[src/rtl/fp_pkg.sv]
// ============================================================================
//  Module  : fp_pkg
//  Purpose : Shared constants for the FP divide issue path: operand and
//            rounding-mode widths, rounding-mode encodings and the issue FSM
//            state encoding.
//  Revision: 1.0  initial release
// ============================================================================
`default_nettype none

package fp_pkg;

  localparam int FP_W = 32;
  localparam int RM_W = 2;

  // Rounding-mode encodings carried on id_rm / div_rm
  localparam logic [RM_W-1:0] RM_RNE = 2'd0;
  localparam logic [RM_W-1:0] RM_RTZ = 2'd1;
  localparam logic [RM_W-1:0] RM_RDN = 2'd2;
  localparam logic [RM_W-1:0] RM_RUP = 2'd3;

  // Issue FSM state encoding
  localparam int            ST_W     = 3;
  localparam logic [ST_W-1:0] ST_IDLE  = 3'd0;
  localparam logic [ST_W-1:0] ST_START = 3'd1;
  localparam logic [ST_W-1:0] ST_ITER  = 3'd2;
  localparam logic [ST_W-1:0] ST_DRAIN = 3'd3;
  localparam logic [ST_W-1:0] ST_WB    = 3'd4;

  typedef enum logic [ST_W-1:0] {
    S_IDLE  = ST_IDLE,
    S_START = ST_START,
    S_ITER  = ST_ITER,
    S_DRAIN = ST_DRAIN,
    S_WB    = ST_WB
  } fdiv_state_e;

endpackage : fp_pkg

`default_nettype wire

[src/rtl/fdiv_issue_ctrl.sv]
// ============================================================================
//  Module  : fdiv_issue_ctrl
//  Purpose : Issue/interlock stage between ID and the Newton FP divider.
//            Captures one fdiv, pulses the divider start, holds the op in
//            flight through iteration and the divider tail, writes the
//            quotient back with its destination tag, and stalls ID on
//            structural (second fdiv) and RAW (reads of the pending tag)
//            hazards.
//  Revision: 1.0  initial release
//
//  Parameters
//    DRAIN_CYC : cycles from div_busy falling to a valid div_s
//    TAG_W     : destination register index width
//
//  Ports
//    clk, clr            clock (rising edge) / synchronous active-high reset
//    id_fdiv             ID decodes an fdiv
//    id_a, id_b, id_rm   dividend, divisor, rounding mode from ID
//    id_fd               fdiv destination register
//    id_rs_fs, id_rs_ft  FP sources read by the current ID instruction
//    id_rs_use           [0]=fs read valid, [1]=ft read valid
//    div_busy, div_s     divider iterating flag / divider result
//    div_a, div_b, div_rm registered operands to the divider
//    div_fdiv            one-cycle start pulse
//    div_ena             divider pipeline enable (op in flight)
//    stall_id            freeze IF/ID
//    wb_we, wb_fd, wb_data  one-cycle FP regfile write port
//    fwd_fs, fwd_ft      (FDIV_BYPASS_EN only) forward wb_data to ID operands
//
//  Build option
//    FDIV_BYPASS_EN : when defined, RAW stalls are released in the WB cycle
//                     and fwd_fs/fwd_ft steer the write data into ID.
// ============================================================================
`default_nettype none

module fdiv_issue_ctrl
  import fp_pkg::*;
#(
  parameter int DRAIN_CYC = 3,
  parameter int TAG_W     = 5
) (
  input  logic             clk,
  input  logic             clr,
  input  logic             id_fdiv,
  input  logic [FP_W-1:0]  id_a,
  input  logic [FP_W-1:0]  id_b,
  input  logic [RM_W-1:0]  id_rm,
  input  logic [TAG_W-1:0] id_fd,
  input  logic [TAG_W-1:0] id_rs_fs,
  input  logic [TAG_W-1:0] id_rs_ft,
  input  logic [1:0]       id_rs_use,
  input  logic             div_busy,
  input  logic [FP_W-1:0]  div_s,
  output logic [FP_W-1:0]  div_a,
  output logic [FP_W-1:0]  div_b,
  output logic [RM_W-1:0]  div_rm,
  output logic             div_fdiv,
  output logic             div_ena,
  output logic             stall_id,
  output logic             wb_we,
  output logic [TAG_W-1:0] wb_fd,
  output logic [FP_W-1:0]  wb_data
`ifdef FDIV_BYPASS_EN
  ,
  output logic             fwd_fs,
  output logic             fwd_ft
`endif
);

  localparam int               CNT_W    = (DRAIN_CYC > 1) ? $clog2(DRAIN_CYC) : 1;
  localparam logic [CNT_W-1:0] CNT_LOAD = CNT_W'(DRAIN_CYC - 1);

  // A read of the pending tag is a hazard, except register 0 which is
  // hardwired and never written.
  function automatic logic raw_hit(input logic             use_v,
                                   input logic [TAG_W-1:0] rs,
                                   input logic [TAG_W-1:0] tag);
    return use_v && (rs != '0) && (rs == tag);
  endfunction

  fdiv_state_e      state_q, state_d;
  logic [CNT_W-1:0] cnt_q, cnt_d;
  logic             pending_q, pending_d;
  logic [TAG_W-1:0] tag_q, tag_d;
  logic [FP_W-1:0]  div_a_q, div_a_d;
  logic [FP_W-1:0]  div_b_q, div_b_d;
  logic [RM_W-1:0]  div_rm_q, div_rm_d;

  logic w_in_wb;
  logic w_raw;
  logic w_raw_stall;

  assign w_in_wb = (state_q == S_WB);
  assign w_raw   = pending_q & (raw_hit(id_rs_use[0], id_rs_fs, tag_q) |
                                raw_hit(id_rs_use[1], id_rs_ft, tag_q));

`ifdef FDIV_BYPASS_EN
  // In WB the quotient is on wb_data this cycle, so dependent reads take it
  // through the forward mux instead of waiting for the regfile.
  assign w_raw_stall = w_raw & ~w_in_wb;
  assign fwd_fs      = w_in_wb & pending_q & raw_hit(id_rs_use[0], id_rs_fs, tag_q);
  assign fwd_ft      = w_in_wb & pending_q & raw_hit(id_rs_use[1], id_rs_ft, tag_q);
`else
  assign w_raw_stall = w_raw;
`endif

  // Only one op may be in flight, so any fdiv outside IDLE waits; this also
  // covers WAW against the pending tag.
  assign stall_id = (id_fdiv & (state_q != S_IDLE)) | w_raw_stall;

  assign div_a   = div_a_q;
  assign div_b   = div_b_q;
  assign div_rm  = div_rm_q;
  assign div_ena = (state_q != S_IDLE);
  assign wb_fd   = w_in_wb ? tag_q : '0;
  assign wb_data = w_in_wb ? div_s : '0;

  always_comb begin
    state_d   = state_q;
    cnt_d     = cnt_q;
    pending_d = pending_q;
    tag_d     = tag_q;
    div_a_d   = div_a_q;
    div_b_d   = div_b_q;
    div_rm_d  = div_rm_q;
    div_fdiv  = 1'b0;
    wb_we     = 1'b0;

    case (state_q)
      S_IDLE: begin
        if (id_fdiv && !w_raw_stall) begin
          div_a_d   = id_a;
          div_b_d   = id_b;
          div_rm_d  = id_rm;
          tag_d     = id_fd;
          pending_d = 1'b1;
          state_d   = S_START;
        end
      end
      S_START: begin
        div_fdiv = 1'b1;
        state_d  = S_ITER;
      end
      S_ITER: begin
        // Checked in the entry cycle too, so a divider that never raises
        // busy still moves the op along.
        if (!div_busy) begin
          cnt_d   = CNT_LOAD;
          state_d = S_DRAIN;
        end
      end
      S_DRAIN: begin
        if (cnt_q == '0) begin
          state_d = S_WB;
        end else begin
          cnt_d = cnt_q - CNT_W'(1);
        end
      end
      S_WB: begin
        wb_we     = 1'b1;
        pending_d = 1'b0;
        state_d   = S_IDLE;
      end
      default: begin
        state_d = S_IDLE;
      end
    endcase
  end

  always_ff @(posedge clk) begin
    if (clr) begin
      state_q   <= S_IDLE;
      cnt_q     <= '0;
      pending_q <= 1'b0;
      tag_q     <= '0;
      div_a_q   <= '0;
      div_b_q   <= '0;
      div_rm_q  <= '0;
    end else begin
      state_q   <= state_d;
      cnt_q     <= cnt_d;
      pending_q <= pending_d;
      tag_q     <= tag_d;
      div_a_q   <= div_a_d;
      div_b_q   <= div_b_d;
      div_rm_q  <= div_rm_d;
    end
  end

endmodule : fdiv_issue_ctrl

`default_nettype wire

[config.mk]
export PLATFORM = sky130hd
export DESIGN_NAME = fdiv_issue_ctrl
export DESIGN_NICKNAME = d
export VERILOG_FILES = /design/src/rtl/fp_pkg.sv /design/src/rtl/fdiv_issue_ctrl.sv
export SDC_FILE = /design/constraint.sdc
export NUM_CORES = 1
export LEC_CHECK = 0
export CORE_MARGIN = 10
export CORE_UTILIZATION = 45
export DETAILED_ROUTE_END_ITERATION = 8
export DONT_BUFFER_PORTS = 1
export PLACE_DENSITY_LB_ADDON = 0.25
export SYNTH_ARGS = -nofsm -noshare
export SYNTH_HDL_FRONTEND = slang
export SYNTH_SLANG_ARGS = --single-unit
[constraint.sdc]
create_clock -name clk -period 1.9 [get_ports clk]
set_input_delay 0.57 -clock clk [delete_from_list [all_inputs] [get_ports clk]]
set_output_delay 0.57 -clock clk [all_outputs]
set_load 0.03 [all_outputs]
==> results.toml <==
[power_and_ir_drop]
power_share_of_the_sequential_group_pct = 40.7
power.share.switching_pct = 37.9
net-switching-power_mw = 2.64
power.leakage_nw = 2.13
irDropWorstVdd_uv = 818
power_density_nw_per_um2 = 1310
p_int_mw = 4.33
clock_power_share_pct = 20.2
share_comb_of_total_power_pct = 39.1

[layout]
final.fill_count = 754
multi_input_area_um2 = 2400
final-instance-count-excl-fill = 582
design.final.nets = 589
fraction_of_final_layout_cells_sized_beyond_drive_strength_1_pct = 29.6
synthToLayoutAreaGrowth_pct = 32.7
ff_latch_area_um2 = 1560

[sta]
worst_slew_pin_slew_ps = 370
setup_ws_ps = -164
fin_crit_sh_pct = 109
slew_violations = 0
skew_ps = 9.50
hold_viol = 0
final.min_clock_period_ps = 2060
slew_headroom_pct = 75.3
finalSetupViolations = 64
setup_repair_after_global_routing_missed_its_margin = "true"
clock.fmax_ghz = 0.485

[floorplanning]
floorplan.rows = 34
core_area_um2 = 8680
dieWidth_um = 114
die_height_um = 114
die-area_um2 = 13100
floorplan.initialDensity_pct = 46.1
io-pin-count = 226

[yosys]
synth-warning-count = 0
yosys.cell_count.top_type = "sky130_fd_sc_hd__nand2b_1"
netlist_top_cells_count = "142 x sky130_fd_sc_hd__nand2b_1, 77 x sky130_fd_sc_hd__dfxtp_1, 73 x sky130_fd_sc_hd__mux2i_1"
synth_edf_count = 0
netlist_area_um2 = 4000
syn-instance-count = 417
synth_cell_types = 33
synth_top_cell_area_share_pct = 38.5
synth_area_leaders = "sky130_fd_sc_hd__dfxtp_1 39%, sky130_fd_sc_hd__nand2b_1 22%, sky130_fd_sc_hd__mux2i_1 18%"
synth_area_per_cell_um2 = 9.60
postSynth.topFlopCell = "sky130_fd_sc_hd__dfxtp_1"
proportion_of_register_bits_with_asynchronous_set_or_reset_after_synthesis_pct = 0
post-synth-top-area-cell = "sky130_fd_sc_hd__dfxtp_1"
syn_nets = 537
number_of_flip_flops_and_latches_in_the_synthesized_netlist = 77
synth-seq-area-share_pct = 38.5

[setup_path]
cp_common_cell = "sky130_fd_sc_hd__buf_6"
cp_max_fo = 8
crit_slowest_cell = "sky130_fd_sc_hd__dfxtp_4"
slowest_delay_ps = 370
worstSetupPathType = "reg2out"
worst_setup_path_end_kind = "output port"
worstPathArrival_ps = 1490
start_kind = "register"
path_delay_family = "buffers and inverters"
worst-path-buf-inv = 3
cell_breakdown_of_the_critical_path = "nor2_4 > buf_6 > buf_16 > and3_4 > buf_6"
timing.critical_path.required_ps = 1330

[grt]
first_global_vias = 3111
grt_overflow_total = 0
maximum_number_of_pins_on_one_net_before_global_route_repair = 149
antenna_violations_before_repair = 1
global_route_wire_length_before_repair_mm = 18.0
globalRouteTotalUtil_pct = 17.3

[clock_tree]
tritoncts = "done"
buffer_cell_driving_the_clock_tree_root = "sky130_fd_sc_hd__clkbuf_8"
cts_inserted_buffers = 9
hold_buffers = 0
worst_skew_pair.late_latency_ps = 340
cts_num_sinks = 77
clkTransAtPathRegs_ps = 70
ctsHtreeMaxLevel = 3
cts_buffer_depth = 2

[placed_design]
dp.final_hpwl_mm = 8.46
buffer_ports.inserted = 0
placed_cells = 541
gpl.final_weighted_congestion = 0.787
post-place-ws_ps = -74.9

[route]
postRouteWirelength_mm = 12.5
drt_first_iter_violations = 182
antenna_left = 0
route.detailed.drc = 0
drt_pass1_iterations = 4
dr_total_vias = 3073
wl_per_cell_um = 21.5
highest_layer = "met4"
routed_via_density = 5.28
met3WireLength_mm = 1.17
detailroute.wirelength.met2_mm = 6.36
post_route_met1_wirelength_mm = 4.69

[outcome]
violations = "setup timing"
status = "finished, violations left"

[job]
maxCapViolations = 0

[hold_path]
worst_hold_path_type = "in2reg"
state kept, by name (all words and copies together) (netlist names):
register,flops
cnt_q,2
div_a,32
pending_q,1
tag_q,5
state_q,3
div_b,32
div_rm,2
logic make-up after synthesis:
| group | count (synthesis) | synth area share [%] |
|---|---|---|
| multiplexers | 73 | 18.3 |
| AO/OA/AOI/OAI | 11 | 1.85 |
| flip-flops | 77 | 38.5 |
| adder cells (fa/ha/maj) | 1 | 0.313 |
| XOR/XNOR | 8 | 1.75 |
| AND/OR/NAND/NOR | 210 | 32.5 |
| buffers and inverters | 37 | 6.82 |
layout by cell type (no fill, tap or decap), types with 5 or more instances in the layout:
cell	synthesis	final
sky130_fd_sc_hd__nand2b_1	142	142
sky130_fd_sc_hd__mux2i_1	73	73
sky130_fd_sc_hd__dfxtp_1	77	70
sky130_fd_sc_hd__buf_6	0	45
sky130_fd_sc_hd__and3_4	0	35
sky130_fd_sc_hd__buf_4	1	14
sky130_fd_sc_hd__clkbuf_8	0	12
sky130_fd_sc_hd__buf_12	8	6
sky130_fd_sc_hd__xnor2_1	5	5
sky130_fd_sc_hd__buf_16	0	5
sky130_fd_sc_hd__dfxtp_4	0	5
worst register-to-register path, cell delays in order (launching register included):
cell	delay, ps
sky130_fd_sc_hd__dfxtp_4	370
sky130_fd_sc_hd__o41ai_2	330
sky130_fd_sc_hd__a211o_1	210
sky130_fd_sc_hd__buf_4	120
sky130_fd_sc_hd__buf_6	90
sky130_fd_sc_hd__and4_4	290
sky130_fd_sc_hd__buf_12	120
sky130_fd_sc_hd__buf_16	130
sky130_fd_sc_hd__mux2i_1	210
cell type report:
cell class                 count  area share [%]
antenna                        1          0.0471
sequential                    77            29.4
tap                          108            2.55
inverter                       3           0.212
clock inverter                 3            1.27
multi-input combinational    304            45.3
clock buffer                  12            3.11
timing repair buffer          74            18.1
through the flow:
stage	hold slack (ps)	util, %	total power [mW]	TNS [ps]	area, µm²
after floorplan	471	-	4.26	0	4010
after global placement	472	49.8	4.54	-154	4320
after detailed placement	493	49.8	4.59	-734	4320
after CTS	298	58.3	6.68	-2460	5060
after global routing	333	61.1	7.32	-13270	5310
final	378	61.2	6.97	-4090	5310
repair_timing:
item,4_1_cts,5_1_grt
endpoints found under the setup margin,71,111
resized for setup,80,32
setup buffers,13,6
pin swaps,17,12
cloned,4,5
metal layers:
layer,vias up,GRT usage [%]
li1,1497,-
met1,1425,18.9
met2,125,28.8
met3,26,7.70
met4,0,6.43
met5,-,0
path summary, 6_finish.rpt:
kind / startpoint / end / slack, ps / depth (start not counted)
worst max-delay path: state_q[1] / wb_data[9] / -160 / 5
worst min-delay path: clr / state_q[1] / 380 / 1
worst max register to register: tag_q[0] / div_b[23] / -60 / 8
worst min register to register: cnt_q[1] / cnt_q[1] / 510 / 2
power groups by stage:
stage	Combinational (mW)	Sequential, mW	Clock (mW)
floorplan	1.53	2.73	0
global placement	1.68	2.86	0
detailed placement	1.73	2.86	0
CTS	2.38	2.85	1.46
global route	2.89	2.89	1.54
finish	2.73	2.84	1.41
(Power assumes the default switching activity.)
